==> src/rtl/z_mult_booth_ctrl_pkg.sv <==
// Shared types for the sequential Booth multiplier controller: FSM states,
// operand width and the Booth add/sub/nop select.
package z_mult_booth_ctrl_pkg;

  localparam int MULT_W = 32;

  typedef enum logic [1:0] {
    IDLE = 2'd0,
    RUN  = 2'd1,
    DONE = 2'd2
  } state_t;

  typedef enum logic [1:0] {
    NOP = 2'd0,
    ADD = 2'd1,
    SUB = 2'd2
  } booth_sel_t;

  // Radix-2 Booth recoding of the pair {Q[0], q_1}.
  function automatic booth_sel_t booth_sel(input logic q0, input logic q_1);
    case ({q0, q_1})
      2'b01:   return ADD;
      2'b10:   return SUB;
      default: return NOP;
    endcase
  endfunction

endpackage

==> src/rtl/z_mult_booth_ctrl_step.sv <==
// One combinational radix-2 Booth step: picks the adder operand from
// {Q[0], q_1} and forms the arithmetic-right-shifted {A, Q, q_1}.
module z_booth_step
  import z_mult_booth_ctrl_pkg::*;
#(
  parameter int WIDTH = MULT_W
) (
  input  logic [WIDTH-1:0] a,
  input  logic [WIDTH-1:0] m,
  input  logic [WIDTH-1:0] q,
  input  logic             q_1,
  input  logic [WIDTH-1:0] add_sum,
  input  logic             add_cout,
  output logic [WIDTH-1:0] add_b,
  output logic             add_cin,
  output logic [WIDTH-1:0] a_nxt,
  output logic [WIDTH-1:0] q_nxt,
  output logic             q_1_nxt
);

  logic s;

  always_comb begin
    add_b   = '0;
    add_cin = 1'b0;
    case (booth_sel(q[0], q_1))
      ADD: begin
        add_b   = m;
        add_cin = 1'b0;
      end
      SUB: begin
        add_b   = ~m;
        add_cin = 1'b1;
      end
      default: begin
        add_b   = '0;
        add_cin = 1'b0;
      end
    endcase
    // 33rd result bit of the sign-extended add; stays correct for M = -2^31.
    s       = a[WIDTH-1] ^ add_b[WIDTH-1] ^ add_cout;
    a_nxt   = {s, add_sum[WIDTH-1:1]};
    q_nxt   = {add_sum[0], q[WIDTH-1:1]};
    q_1_nxt = q[0];
  end

endmodule

==> src/rtl/z_mult_booth_ctrl.sv <==
// Sequential radix-2 Booth signed 32x32->64 multiplier controller driving the
// shared execute-stage adder. Optional macro: Z_MULT_ZERO_BYPASS_EN.
module z_mult_booth_ctrl
  import z_mult_booth_ctrl_pkg::*;
#(
  parameter int WIDTH = MULT_W,
  parameter int CNT_W = 6
) (
  input  logic               clock,
  input  logic               reset_n,
  input  logic               in_valid,
  output logic               in_ready,
  input  logic [WIDTH-1:0]   op_a,
  input  logic [WIDTH-1:0]   op_b,
  output logic               out_valid,
  input  logic               out_ready,
  output logic [2*WIDTH-1:0] product,
  output logic               overflow,
  output logic               adder_req,
  output logic [WIDTH-1:0]   add_a,
  output logic [WIDTH-1:0]   add_b,
  output logic               add_cin,
  input  logic [WIDTH-1:0]   add_sum,
  input  logic               add_cout
);

  state_t           state;
  logic [CNT_W-1:0] cnt;
  logic [WIDTH-1:0] a_r, q_r, m_r;
  logic             q1_r;

  logic [WIDTH-1:0] step_b, a_nxt, q_nxt;
  logic             step_cin, q1_nxt;
  logic             run, done, accept, zero_op;

  z_booth_step #(.WIDTH(WIDTH)) u_step (
    .a        (a_r),
    .m        (m_r),
    .q        (q_r),
    .q_1      (q1_r),
    .add_sum  (add_sum),
    .add_cout (add_cout),
    .add_b    (step_b),
    .add_cin  (step_cin),
    .a_nxt    (a_nxt),
    .q_nxt    (q_nxt),
    .q_1_nxt  (q1_nxt)
  );

  assign run       = (state == RUN);
  assign done      = (state == DONE);
  assign in_ready  = (state == IDLE);
  assign accept    = in_valid & in_ready;
  assign out_valid = done;
  assign adder_req = run;
  assign add_a     = run ? a_r    : '0;
  assign add_b     = run ? step_b : '0;
  assign add_cin   = run & step_cin;
  assign product   = done ? {a_r, q_r} : '0;
  assign overflow  = done & ~((&product[2*WIDTH-1:WIDTH-1]) | ~(|product[2*WIDTH-1:WIDTH-1]));

`ifdef Z_MULT_ZERO_BYPASS_EN
  assign zero_op = ~(|op_a) | ~(|op_b);
`else
  assign zero_op = 1'b0;
`endif

  always_ff @(posedge clock or negedge reset_n) begin
    if (!reset_n) begin
      state <= IDLE;
      cnt   <= '0;
      a_r   <= '0;
      q_r   <= '0;
      m_r   <= '0;
      q1_r  <= 1'b0;
    end else begin
      case (state)
        IDLE: if (accept) begin
          a_r  <= '0;
          q1_r <= 1'b0;
          m_r  <= op_a;
          cnt  <= '0;
          if (zero_op) begin
            q_r   <= '0;
            state <= DONE;
          end else begin
            q_r   <= op_b;
            state <= RUN;
          end
        end
        RUN: begin
          a_r  <= a_nxt;
          q_r  <= q_nxt;
          q1_r <= q1_nxt;
          cnt  <= cnt + 1'b1;
          if (cnt == CNT_W'(WIDTH-1)) state <= DONE;
        end
        DONE: if (out_ready) state <= IDLE;
        default: state <= IDLE;
      endcase
    end
  end

endmodule

==> config.mk <==
export PLATFORM = sky130hd
export DESIGN_NAME = z_mult_booth_ctrl
export DESIGN_NICKNAME = d
export VERILOG_FILES = /design/src/rtl/z_mult_booth_ctrl_pkg.sv /design/src/rtl/z_mult_booth_ctrl_step.sv /design/src/rtl/z_mult_booth_ctrl.sv
export SDC_FILE = /design/constraint.sdc
export NUM_CORES = 1
export LEC_CHECK = 0
export CORE_ASPECT_RATIO = 1.5
export CORE_MARGIN = 3
export CORE_UTILIZATION = 46
export CTS_CLUSTER_SIZE = 16
export DETAILED_ROUTE_END_ITERATION = 12
export GPL_ROUTABILITY_DRIVEN = 0
export PLACE_DENSITY = 0.86
export SETUP_SLACK_MARGIN = 0.05
export SYNTH_ARGS = -nofsm -noshare
export SYNTH_HDL_FRONTEND = slang
export SYNTH_SLANG_ARGS = --single-unit
==> constraint.sdc <==
create_clock -name clock -period 4.5 [get_ports clock]
set_clock_uncertainty 0.15 [all_clocks]
set_input_delay 0.9 -clock clock [delete_from_list [all_inputs] [get_ports clock]]
set_output_delay 0.9 -clock clock [all_outputs]
set_load 0.01 [all_outputs]
# --- Word-level counts from Yosys, hierarchy flattened ---
# Cells that the tools add are included.
totals:
  ff_bits: 105
  latch_bits: 0
  ramBits: 0
  rom_bits: 0
  in_bits: 101
  output_inout_bits: 133
  elab_cells: 51
  n_memories: 0
op_classes:
  addsub: 1
  mul: 0
  div_mod_pow: 0
  n_lt_le_gt_ge: 0
  eq_ne: 10
  shifts: 0
  n_mux: 18
  n_bitwise: 9
  n_reduce_logical: 7
ops:
  columns: ["cell", "n"]
  rows:
  - ["32-bit case mux with 2 select lines", 3]
  - ["32-bit two-way mux", 4]
  - ["64-bit two-way mux", 1]
  - ["33-bit AND reduction", 1]
  - ["33-bit OR reduction", 1]
  - ["32-bit inverter", 1]
  - ["6-bit case mux with 2 select lines", 1]
  - ["6-bit by 1-bit adder with 6-bit output (second input constant)", 1]
  - ["2-bit by 1-bit equality test with 1-bit output (second input constant)", 3]
  - ["2-bit equality test (second input constant)", 3]
  - ["6-bit by 5-bit equality test with 1-bit output (second input constant)", 1]
  - ["2-bit two-way mux", 3]
  - ["6-bit two-way mux", 1]
  - ["2-bit case mux with 3 select lines", 1]
  - ["2-bit by 1-bit != test with 1-bit output (second input constant)", 2]
  - ["2-bit case mux with 2 select lines", 1]
  - ["2-bit AND reduction", 2]
  - ["1-bit bitwise AND", 3]
  - ["3-bit AND reduction", 1]
  - ["2-bit logical NOT", 1]
  - ["1-bit two-way mux", 2]
  - ["2-bit != test (second input constant)", 1]
  - ["1-bit inverter", 2]
  - ["1-bit case mux with 2 select lines", 1]
  - ["other kinds (3)", 4]

# --- Depth between registers and ports, before layout ---
# Gate-level depths: netlist (run 1).
logic_depth:
  ltp_word: 7
  mapped_depth: 7

# --- Modules after synthesis ---
# From an unflattened synthesis (run 1), not the netlist that was laid out.
unflattened:
  cells_unflattened: 698
  hier_area_um2: 6165.9
modules_own_cells:
  columns: ["mod", "instances", "cells_each", "area_per_inst_um2", "seq_area_each_um2"]
  rows:
  - ["z_mult_booth_ctrl", 1, 558, 5326.4, 2627.5]
  - ["z_booth_step", 1, 140, 839.6, 0.0]

# --- Worst setup path after synthesis (run 1) ---
# No wires, ideal clock.
synth_timing:
  path_kind: "register -> output"
  startpoint: "register a_r[31]"
  endpoint: "output overflow"
  arrival_time_ns: 1.304
  required_time_ns: 3.450
  path_slack_ns: 2.146
  path_stages_with_launch: 5
  path_buffers: 0
  cell_sequence: "dfrtp_1 nand4_1 or4_1 nor3_1 a311oi_1"
synth_between:
  elab_chain_cells: 6
  elab_cells_between_ends: 7
  cone_classes: "mux: 1; bitwise: 4; reduce/logical: 2"
synth_lines:
  columns: ["element", "line_no", "text"]
  rows:
  - ["start, declared", "z_mult_booth_ctrl.sv:29", "logic [WIDTH-1:0] a_r, q_r, m_r;"]
  - ["start signal, assigned", "z_mult_booth_ctrl.sv:92", "a_r <= a_nxt;"]
  - ["64-bit two-way mux (*)", "z_mult_booth_ctrl.sv:59", "assign product = done ? {a_r, q_r} : '0;"]
  - ["33-bit OR reduction", "z_mult_booth_ctrl.sv:60", "assign overflow = done & ~((&product[2*WIDTH-1:WIDTH-1]) | ~(|product[2*WIDTH-1:WIDTH-1]));"]
  - ["1-bit inverter", "z_mult_booth_ctrl.sv:60", null]
  - ["1-bit bitwise OR (*)", "z_mult_booth_ctrl.sv:60", null]
  - ["1-bit inverter (*)", "z_mult_booth_ctrl.sv:60", null]
  - ["1-bit bitwise AND (*)", "z_mult_booth_ctrl.sv:60", null]
  - ["end, declared", "z_mult_booth_ctrl.sv:18", "output logic overflow,"]
# Mark *: on every way between the ends. The rest lies on a longest branch, timed or not.

# --- Final worst setup path (run 1) ---
layout_timing:
  startpoint: "register state[1]"
  endpoint: "output add_a[22]"
layout_between:
  elab_chain_cells: 2
layout_lines:
  columns: ["element", "line_no", "text"]
  rows:
  - ["start, declared", "z_mult_booth_ctrl.sv:27", "state_t state;"]
  - ["start signal, assigned", "z_mult_booth_ctrl.sv:70", "state <= IDLE;"]
  - ["start signal, assigned", "z_mult_booth_ctrl.sv:85", "state <= DONE;"]
  - ["start signal, assigned", "z_mult_booth_ctrl.sv:88", "state <= RUN;"]
  - ["2-bit by 1-bit equality test with 1-bit output", "z_mult_booth_ctrl.sv:50", "assign run = (state == RUN);"]
  - ["32-bit two-way mux", "z_mult_booth_ctrl.sv:56", "assign add_a = run ? a_r : '0;"]
  - ["end, declared", "z_mult_booth_ctrl.sv:20", "output logic [WIDTH-1:0] add_a,"]
# No other way between the ends.

==> results.py, run 1 <==
metrics = {
    "logic_synthesis": {
        "syn_nets": 803,
        "avgSynthCellArea_um2": 7.77,
        "ys_seq_area_share_pct": 48.2,
        "synth_cell_types": 34,
        "synthCells": 701,
        "synth_area_mm2": 0.00545,
        "ys_seq_elements": 105,
        "ys_warn_count": 0,
    },
    "die": {
        "core_mm2": 0.0115,
        "die_w_um": 94.9,
        "die_y_um": 139,
        "dieArea_mm2": 0.0132,
        "io_pins": 234,
        "rows": 48,
        "start_util_pct": 47.2,
    },
    "power": {
        "power.internal_mw": 2.74,
        "power.switching_mw": 1.65,
        "p_leak_nw": 3.63,
        "power.share.switching_pct": 37.6,
        "pwr-share-seq_pct": 38.2,
        "clockPowerShare_pct": 16.9,
        "power_mw": 4.40,
        "combPwrFrac_pct": 44.9,
        "p_per_area_mw_per_mm2": 540,
        "vdd_drop_max_v": 0.000364,
    },
    "timing": {
        "tightest_slew_ns": 0.855,
        "fin_crit_ns": 3.62,
        "layout_setup_ws_ns": 0.879,
        "setup_tns_ns": 0,
        "slew_viol_final": 0,
        "max_freq_ghz": 0.276,
        "hold_viol": 0,
        "relSlewSlack_pct": 42.9,
        "rsz0062_at_grt": "false",
        "fin_crit_sh_pct": 80.5,
        "final-setup-viol-count": 0,
    },
    "grt": {
        "grt_max_degree": 64,
        "grt_pass1_vias": 5388,
        "grt_use_total_pct": 25.9,
        "grt_overflow_total": 0,
        "grt_pass1_wl_mm": 27.2,
        "antenna_found_initial": 0,
    },
    "place": {
        "io_buffer_count": 233,
        "dpl.hpwl_mm": 12.2,
        "place_area_mm2": 0.00786,
        "pre_cts_ws_ns": 1.23,
        "place_inst": 1046,
    },
    "clocking": {
        "root_buffer": "clkbuf_16",
        "cts.sinks": 105,
        "cts_resized": 0,
        "clk_latency_ns": 0.34,
        "cts_tree": "built",
        "clk_pin_slew_ns": 0.07,
        "htree_levels": 3,
        "cts_buffers": 9,
        "cts_setup_buffers": 0,
        "postCtsHoldBufs": 0,
        "cts_buffer_depth": 2,
    },
    "final_layout": {
        "finalNonFillerCells": 1062,
        "antenna_cells": 0,
        "final_area_mm2": 0.00814,
        "fillers": 964,
        "drive_gt1_share_pct": 3.84,
        "areaGrowthSynthToFinish_pct": 49.4,
        "nets": 1009,
    },
    "critical_path": {
        "cp-start-kind": "flip-flop",
        "required_ns": 3.45,
        "worstSetupPathType": "reg -> out",
        "critPathCaptureType": "output port",
        "reg2reg_slack_ns": 1.75,
        "crit_fanout": 58,
        "arrival_ns": 2.57,
        "reg2reg_depth": 6,
    },
    "status": {
        "status": "finished clean",
    },
    "routing": {
        "wl_mm": 17.0,
        "drcViolationCount": 0,
        "drtAntennaViolNets": 0,
        "drt_first_pass_iters": 5,
        "drt_iter0_drc": 303,
        "wl_per_cell_um": 16.0,
        "vias_per_cell": 5.22,
        "vias": 5540,
    },
    "run": {
        "drv_cap": 0,
    },
    "hold_path": {
        "hold_depth": 2,
        "min-delay-path-class": "reg -> reg",
    },
}
path summary, 6_finish.rpt:
path	startpoint	to
min in group asynchronous	reset_n	m_r[2]
max in group asynchronous	reset_n	a_r[10]
worst max register to register	state[1]	cnt[3]
worst min register to register	m_r[31]	m_r[31]
worst max-delay path	state[1]	add_a[22]
worst min-delay path	m_r[31]	m_r[31]
cell usage in the layout, fill, tap and decap left out, types with 2 or more instances in the layout:
master and count:
nor4_1 7, clkbuf_8 2, dfrtp_1 105, or3_1 2, and2_2 2, buf_4 12, nand4_1 11, nand2b_1 2
nand2_1 181, nor3_1 2, clkbuf_16 9, clkdlybuf4s50_1 232, a31oi_1 3, a21oi_1 31, o22ai_1 24, nand3_1 36
clkinv_2 2, o21ai_0 9, nor2_1 118, and2_1 95, a22oi_1 8
routing by layer:
metal | vias to the layer above | global-route usage, % | routed length, µm
met1 | 2566 | 32.4 | 6560
met5 | - | 0 | 0
li1 | 2701 | - | -
met2 | 228 | 42.9 | 8560
met3 | 45 | 5.46 | 1230
met4 | 0 | 11.0 | 653
state kept, by name (all words and copies together), names as in the netlist:
signal	flops
cnt	6
state	2
a_r	32
q1_r	1
q_r	32
m_r	32
logic make-up (layout without fill, tap and decap cells):
family | after synthesis | in the layout | synth area share (%)
buffers and inverters | 51 | 262 | 4.00
AOI/OAI and AO/OA | 79 | 79 | 8.45
and+or+nand+nor | 465 | 465 | 39.1
adders and majority gates | 1 | 1 | 0.230
DFF | 105 | 105 | 48.2
power by group through the flow:
stage	logic, mW	clock network [mW]	registers [mW]
detailed placement	1.98	0	1.69
global route	2.19	0.801	1.74
CTS	2.00	0.759	1.68
floorplan	1.12	0	1.58
finish	1.97	0.744	1.68
global placement	1.95	0	1.67
metrics by stage:
stage,utilization [%],hold slack (ns)
after floorplan,-,0.308
after global placement,68.1,0.327
after detailed placement,68.1,0.334
after CTS,70.6,0.350
after global routing,70.6,0.375
final,70.6,0.347
synthesized netlist by cell type, drive strengths merged:
| cell type | number | area, µm² |
|---|---|---|
| or3b | 1 | 8.76 |
| nor4 | 7 | 43.8 |
| ha | 1 | 12.5 |
| or4 | 1 | 7.51 |
| and3 | 1 | 6.26 |
| dfrtp | 105 | 2630 |
| and2 | 97 | 609 |
| clkbuf | 24 | 90.1 |
| nor2 | 118 | 443 |
| a21o | 1 | 7.51 |
| o31ai | 1 | 7.51 |
| inv | 2 | 7.50 |
| nand4 | 11 | 68.8 |
| a22oi | 8 | 60.1 |
| nor2b | 1 | 6.26 |
| a31oi | 3 | 18.8 |
| a311oi | 1 | 8.76 |
| nor3 | 2 | 10.0 |
| nand3 | 36 | 180 |
| o21ai | 9 | 45.0 |
| o22ai | 24 | 150 |
| nor3b | 2 | 15.0 |
| o21a | 1 | 7.51 |
| buf | 25 | 120 |
| a21oi | 31 | 155 |
| or3 | 2 | 12.5 |
| nand2b | 3 | 18.8 |
| nand2 | 182 | 691 |
| and3b | 1 | 8.76 |
layout make-up:
cell class | instances | area (µm²) | area share, %
Timing Repair Buffer | 244 | 2410 | 29.6
Inverter | 2 | 7.51 | 0.0923
Tap cell | 150 | 188 | 2.31
Multi-Input combinational cell | 545 | 2620 | 32.2
Clock buffer | 12 | 256 | 3.15
Clock inverter | 4 | 26.3 | 0.323
Sequential cell | 105 | 2630 | 32.3
worst max-delay path, stage by stage, from the launching register on:
cell	delay [ns]
dfrtp_1	0.43
nand2b_4	0.30
inv_2	0.69
and2_1	0.23
clkdlybuf4s50_1	0.54
No activity file was read; power rests on OpenSTA's default activity.
==> run 2: changes to the inputs <==
- CORE_UTILIZATION: 46 -> 39
- PLACE_DENSITY: 0.86 -> 0.78
- clock period: 4.5 -> 3.13 ns (I/O delays scaled with it)
==> run 2 against run 1 <==
Against the previous run: non-clock buffer count increased by 4; sequential cell count unchanged; first-iteration DRC count fell by 32%; die area up 17%; via count down 3.0%; power rose by 48%; global-route usage shrank 3.2 points; critical path type unchanged.
==> results.py, run 2 (same netlist as run 1, synthesis figures left out) <==
metrics = {
    "status": {
        "status": "finished clean",
    },
    "routing": {
        "drt_first_pass_iters": 4,
        "drt-met1-wl_mm": 7.05,
        "vias_per_cell": 4.99,
        "drcViolationCount": 0,
        "wl_met2_mm": 8.87,
        "vias": 5372,
        "drt_iter0_drc": 206,
        "wl_mm": 17.4,
        "drtAntennaViolNets": 0,
        "wl_per_cell_um": 16.1,
        "wl_met3_mm": 1.09,
        "topRoutingLayerUsed": "met4",
    },
    "final_layout": {
        "layout_common_cells": "clkdlybuf4s50_1 (231), nand2_1 (181), nor2_1 (118), dfrtp_1 (100), and2_1 (95)",
        "nets": 1013,
        "largestRegisters": "a_r (32), m_r (32), q_r (32)",
        "layout_commonest_cell": "clkdlybuf4s50_1",
        "finalNonFillerCells": 1077,
        "areaGrowthSynthToFinish_pct": 52.0,
        "drive_gt1_share_pct": 4.92,
        "antenna_cells": 0,
        "final_area_mm2": 0.00828,
    },
    "timing": {
        "hold_viol": 0,
        "layout_setup_ws_ns": 0.160,
        "rsz0062_at_grt": "false",
        "setup_tns_ns": 0,
        "max_freq_ghz": 0.337,
        "fin_crit_ns": 2.97,
        "fin_crit_sh_pct": 94.9,
        "slew_viol_final": 0,
        "final-setup-viol-count": 0,
        "tightest_slew_ns": 0.775,
        "relSlewSlack_pct": 48.2,
    },
    "hold_path": {
        "min-delay-path-class": "in -> async",
    },
    "die": {
        "dieArea_mm2": 0.0155,
        "die_w_um": 103,
        "io_pins": 234,
        "start_util_pct": 40.1,
        "die_y_um": 151,
        "rows": 52,
        "core_mm2": 0.0136,
    },
    "critical_path": {
        "arrival_ns": 2.19,
        "worstSetupPathType": "reg -> out",
        "required_ns": 2.35,
        "crit_family": "buffers and inverters",
        "path_buf_inv": 3,
        "cp_slowest_cell": "clkdlybuf4s50_1",
        "cp_slowest_stage_delay_ns": 0.61,
        "crit_fanout": 31,
        "cp-start-kind": "flip-flop",
        "critPathCaptureType": "output port",
        "reg2reg_slack_ns": 0.99,
        "cp_cell_sequence": "nand2b_1 > inv_1 > buf_4 > and2_1 > clkdlybuf4s50_1",
    },
    "grt": {
        "grt_use_total_pct": 22.7,
        "grt_overflow_total": 0,
        "grt_pass1_vias": 5335,
        "antenna_found_initial": 0,
        "grt_max_degree": 96,
        "grt_pass1_wl_mm": 27.7,
    },
    "power": {
        "power_mw": 6.51,
        "p_per_area_mw_per_mm2": 786,
        "vdd_drop_max_v": 0.000469,
        "p_leak_nw": 3.70,
    },
    "place": {
        "io_buffer_count": 233,
        "place_inst": 1059,
        "place_area_mm2": 0.00793,
        "pre_cts_ws_ns": 0.420,
        "dpl.hpwl_mm": 12.2,
    },
    "clocking": {
        "cts.sinks": 105,
        "htree_levels": 3,
        "root_buffer": "clkbuf_16",
        "postCtsHoldBufs": 0,
        "cts_buffer_depth": 2,
        "cts_tree": "built",
        "cts_buffers": 9,
        "clk_pin_slew_ns": 0.07,
        "clk_latency_ns": 0.34,
    },
    "run": {
        "drv_cap": 0,
    },
}
## run 2: cell types whose count changed in the layout (fill, tap and decap cells not counted), moves of 2 or more
cell / previous run / this run
dfrtp_1: 105 / 100
bufinv_16: 0 / 2
buf_12: 0 / 4
dfrtp_2: 0 / 5
## run 2: power by group
part / leakage (nW) / internal (mW) / switching, mW
combinational: 2.30 / 1.49 / 1.41
sequential: 1.25 / 1.92 / 0.488
clock: 0.151 / 0.717 / 0.494
## run 2: cell type report
| class | instances | area [µm²] |
|---|---|---|
| Tap cell | 162 | 203 |
| Multi-Input combinational cell | 545 | 2620 |
| Sequential cell | 105 | 2630 |
| Clock buffer | 10 | 239 |
| Inverter | 2 | 7.51 |
| Clock inverter | 5 | 80.1 |
| Fill cell | 1213 | 5320 |
| Timing Repair Buffer | 248 | 2490 |
## run 2: layer usage
| metal | GRT usage, % | up-vias |
|---|---|---|
| met5 | 0 | - |
| met2 | 39.4 | 156 |
| met1 | 27.2 | 2489 |
| met4 | 6.96 | 0 |
| li1 | - | 2700 |
| met3 | 5.98 | 27 |
## run 2: path summary, 6_finish.rpt
kind                       startpoint    endpoint  cells past startpoint
min reg2reg                   m_r[11]     m_r[11]                      2
min                           reset_n     a_r[22]                      1
max in group asynchronous     reset_n     q_r[23]                      2
max reg2reg                  state[1]      cnt[4]                      6
min in group clock            m_r[11]     m_r[11]                      2
max                          state[0]  product[0]                      5
## run 2: worst register-to-register path: cells and delay by family, from the launching register on
kind            cells  cell delay, ns
simple gates        2            0.80
flops               1            0.42
buf+inv             2            0.37
compound gates      2            0.31
## run 2: what timing repair did
action | 4_1_cts | 5_1_grt
hold endpoints to repair | 0 | 0
gates resized for setup | 2 | 5
buffers inserted | 0 | 3
setup endpoints to repair | 1 | 10
## run 2: per-stage QoR
stage               util, %  hold slack [ns]
global placement       58.3            0.324
floorplan                 -            0.180
CTS                    60.7            0.176
global route           60.9            0.195
finish                 60.9            0.148
detailed placement     58.3            0.336
